===== config.mk =====
export PLATFORM = sky130hd
export DESIGN_NAME = universal_shift_register
export DESIGN_NICKNAME = d
export VERILOG_FILES = /design/src/rtl/universal_shift_register.sv
export SDC_FILE = /design/constraint.sdc
export NUM_CORES = 1
export LEC_CHECK = 0
export BUFFER_PORTS_ARGS = -buffer_cell sky130_fd_sc_hd__buf_2
export CAP_MARGIN = 20
export CORE_ASPECT_RATIO = 0.5
export CORE_MARGIN = 8
export CORE_UTILIZATION = 25
export CTS_CLUSTER_DIAMETER = 50
export DETAILED_ROUTE_END_ITERATION = 10
export GPL_TIMING_DRIVEN = 0
export HOLD_SLACK_MARGIN = 0.08
export PLACE_DENSITY = 0.54
export SKIP_CTS_REPAIR_TIMING = 1
export SLEW_MARGIN = 20
export SYNTH_ARGS = -nofsm -noshare
export SYNTH_HDL_FRONTEND = slang
export SYNTH_SLANG_ARGS = --single-unit

===== constraint.sdc =====
create_clock -name clk -period 2.7 [get_ports clk]
set_input_delay 0.27 -clock clk [delete_from_list [all_inputs] [get_ports clk]]
set_output_delay 0.27 -clock clk [all_outputs]
set_load 0.01 [all_outputs]

===== src/rtl/universal_shift_register.sv =====
// Parametrised universal shift register: left/right shift or rotate, parallel load,
// synchronous clear, serial output and a per-word shift counter with word_valid pulse.
module universal_shift_register #(
  parameter int unsigned           WIDTH       = 8,
  parameter logic [WIDTH-1:0]      RESET_VALUE = '0
) (
  input  logic                     clk,
  input  logic                     reset,
  input  logic                     clear,
  input  logic                     load,
  input  logic [WIDTH-1:0]         load_data,
  input  logic                     shift_enable,
  input  logic                     dir,
  input  logic                     rotate,
  input  logic                     serial_in,
  output logic                     serial_out,
  output logic [WIDTH-1:0]         stored_data,
  output logic [((WIDTH > 2) ? $clog2(WIDTH) : 1)-1:0] shift_count,
  output logic                     word_valid
);

  localparam int unsigned CNT_W = (WIDTH > 2) ? $clog2(WIDTH) : 1;
  localparam logic [CNT_W-1:0] LastCount = CNT_W'(WIDTH - 1);

  logic [WIDTH-1:0] data_q, data_d, shifted;
  logic [CNT_W-1:0] count_q, count_d;
  logic             valid_q, valid_d;
  logic             fill_bit;

  // The outgoing bit doubles as the recirculated bit in rotate mode.
  assign serial_out = dir ? data_q[0] : data_q[WIDTH-1];
  assign fill_bit   = rotate ? serial_out : serial_in;

  always_comb begin
    shifted = data_q;
    if (dir) begin
      shifted = {fill_bit, data_q[WIDTH-1:1]};
    end else begin
      shifted = {data_q[WIDTH-2:0], fill_bit};
    end
  end

  always_comb begin
    data_d  = data_q;
    count_d = count_q;
    valid_d = 1'b0;
    if (clear) begin
      data_d  = RESET_VALUE;
      count_d = '0;
    end else if (load) begin
      data_d  = load_data;
      count_d = '0;
    end else if (shift_enable) begin
      data_d = shifted;
      if (count_q == LastCount) begin
        count_d = '0;
        valid_d = 1'b1;
      end else begin
        count_d = count_q + CNT_W'(1);
      end
    end
  end

  always_ff @(posedge clk) begin
    if (reset) begin
      data_q  <= RESET_VALUE;
      count_q <= '0;
      valid_q <= 1'b0;
    end else begin
      data_q  <= data_d;
      count_q <= count_d;
      valid_q <= valid_d;
    end
  end

  assign stored_data = data_q;
  assign shift_count = count_q;
  assign word_valid  = valid_q;

endmodule

==> key figures <==
Logic synthesis
  • Syn nets: 92
  • Avg Inst Size Synth: 8.843 um^2
  • Synth top area cells: dfxtp_1 (37%), mux2i_1 (14%), a21oi_1 (8.4%)
  • Syn Inst Count: 74
  • Simple-gate share of the synthesized area: 16.63%
  • Post-Synth Adder-Cell Area: 3.824%
  • Leading area contributor after synthesis: dfxtp_1
  • Synth Area in Compound Gates: 19.50%
  • Sequential-to-total area share from yosys stat: 36.71%
  • Synth warn: 0
  • Seq cells post-synth: 12
  • Synth cell types: 20
  • Synth Cell Area: 654.4 um^2
  • Xor/xnor cell area share of the yosys netlist: 0%
  • Largest family of logic cells by synthesized area: compound AO/OA/AOI/OAI gates
  • Share of the synthesized area in the top cell type: 36.71%
  • Multiplexer share of the synthesized area: 17.21%

Floorplan
  • Die span in x: 88.36 um
  • Core ar.: 2537 um^2
  • Row Count: 13
  • Starting Density: 25.79%
  • DIE AREA: 4610 um^2
  • I/O pins: 29
  • Die H: 52.18 um

Timing
  • Final setup vio count: 0
  • Setup ws final: 1.437 ns
  • Setup TNS: 0 ns
  • Fmax: 791.8 MHz
  • Period utilisation layout: 46.77%
  • Final Critical Period: 1.263 ns
  • RSZ-0062 raised after global routing: false
  • Final Max Tran Viols: 0
  • Worst-Margin Slew: 0.4561 ns
  • Worst rel slew slack: 69.59%
  • Clock skew: 0.0008323 ns
  • Final hold vios: 0

Clocking
  • Clock Tree Root: clkbuf_8
  • Clock latency on the worst-skew pair: 0.24 ns
  • TritonCTS clock tree: yes
  • Clock sink count: 12
  • H-tree depth: 1
  • Max clock buf depth: 2
  • Worst-path clk slew: 0.05 ns
  • CTS buffer count: 3

Power
  • Max VDD drop: 0.1900 mV
  • Leak: 0.4251 nW
  • Cell Pwr Density: 472.9 nW/um^2

Worst setup path
  • Crit path max fanout: 10
  • Cells along the critical path: buf_2 > buf_6 > mux2_2 > buf_2
  • Crit-path max cell delay: 0.33 ns
  • Worst EP required: 2.43 ns
  • CP max stage cell: mux2_2
  • Arr. time, crit path: 0.99 ns
  • Startpoint types: primary input
  • CP top delay family: buffers and inverters
  • Crit end category: output pin
  • CP most frequent cell: buf_2
  • Crit Path Category: in2out
  • Worst path buffer plus inverter count: 3

Placed design
  • Setup WS pre-CTS: 1.436 ns
  • IO Port Bufs: 27
  • Dpl cell area: 835.8 um^2
  • Final HPWL DP: 1.327 mm
  • Placer Congestion: 0.6764

Detailed routing
  • Pre-antenna DRT Iters: 6
  • Routed len/inst: 12.31 um
  • Post-route DRC: 0
  • Vias per cell: 4.504
  • Routed vias: 635
  • Post-route ant nets: 0
  • Initial DRC count: 72
  • Routed wire length: 1.736 mm

Global route
  • First-pass GRT wire length: 2.918 mm
  • Largest net degree at the start of global routing: 11
  • Grt ovf: 0
  • Antenna violations before repair: 0
  • Vias in the first global route: 627
  • Total GRT Usage: 8.036%

Min path
  • Min-delay worst type: in2reg

Cells and area
  • # nets final: 124
  • Share of cells above drive strength 1: 34.62%
  • # diodes: 0
  • Post-route cell area: 877.1 um^2
  • Synth-to-layout area growth: 34.03%
  • Fillers: 299

Job
  • MaxCap Viol Count: 0

Outcome
  • Status: complete, no violations
## cell type report
class	count	area, um^2	area share [%]
Multi-Input combinational cell	54	374.1	42.65
Sequential cell	12	240.2	27.39
Timing Repair Buffer	27	135.1	15.41
Tap cell	37	46.29	5.278
Clock buffer	3	41.29	4.708
Buffer	6	32.53	3.709
Inverter	2	7.507	0.8559
## per-layer routing
| layer | GRT usage [%] | up-vias | wire [um] |
|---|---|---|---|
| met5 | 0 | - | 0 |
| met4 | 2.493 | 0 | 22 |
| met3 | 2.969 | 2 | 64 |
| met2 | 13.65 | 8 | 896 |
| met1 | 9.269 | 297 | 753 |
| li1 | - | 328 | - |
## placed cells by master (no fill, tap or decap)
cell       count
o2111ai_1      1
or2_2          1
clkbuf_8       3
a211o_1        6
nor4b_1        1
nor3b_1        3
ha_1           2
clkbuf_1       2
buf_1          1
a2111o_1       1
or2b_1         1
buf_6          1
buf_2         29
a21oi_1       11
mux2_2         2
dfxtp_1       12
nor3_1         3
mux2i_1        9
inv_1          2
nor2_1         7
nand2_1        6
## path summary, 6_finish.rpt
path                               startpoint                          end  slack, ns  cells past startpoint
hold reg to reg   shift_count[1]$_SDFFE_PP0P_  shift_count[1]$_SDFFE_PP0P_       0.54                      2
setup / recovery                          dir                   serial_out       1.44                      4
hold / removal                   load_data[5]  stored_data[5]$_SDFFE_PP0P_       0.28                      3
setup reg to reg  shift_count[0]$_SDFFE_PP0P_  shift_count[0]$_SDFFE_PP0P_       1.53                      5
## flip-flops by register name, summed over array words and instances, names as in the netlist
name         flops
shift_count      3
stored_data      8
word_valid       1
## tightest hold or removal path: stages
cell and delay (ns):
buf_2 0.10, nand2_1 0.05, a21oi_1 0.05
## metrics by stage
step	instances	util, %	power [W]	hold slack (ns)
2_1_floorplan	74	-	0.0002317	0.4060
3_3_place_gp	138	32.94	0.0002569	0.5143
3_5_place_dp	138	32.94	0.0002576	0.5197
4_1_cts	141	34.57	0.0004227	0.2661
5_1_grt	141	34.57	0.0004415	0.2857
6_report	141	34.57	0.0004148	0.2754
## Yosys cell counts
master	n
ha_1	2
nor3b_1	3
buf_6	1
dfxtp_1	12
inv_1	2
nor2_1	7
a211o_1	6
a21oi_1	11
or2b_1	1
buf_2	2
o2111ai_1	1
mux2_2	2
a2111o_1	1
nand2_1	6
or2_2	1
nor3_1	3
nor4b_1	1
clkbuf_1	2
mux2i_1	9
buf_1	1
## logic make-up (layout without fill, tap and decap cells)
logic type	count (synthesis)	after routing
buf+inv	8	38
fa+ha+maj	2	2
mux	11	11
compound gates	19	19
flops	12	12
simple gates	22	22
## power breakdown
part	total [W]	internal [W]	switching, W
registers	0.000188	0.000183	0.00000555
logic	0.0000650	0.0000313	0.0000336
clock network	0.000162	0.0000982	0.0000634
total	0.000415	0.000312	0.000103
Power figures use the tool's default switching activity.
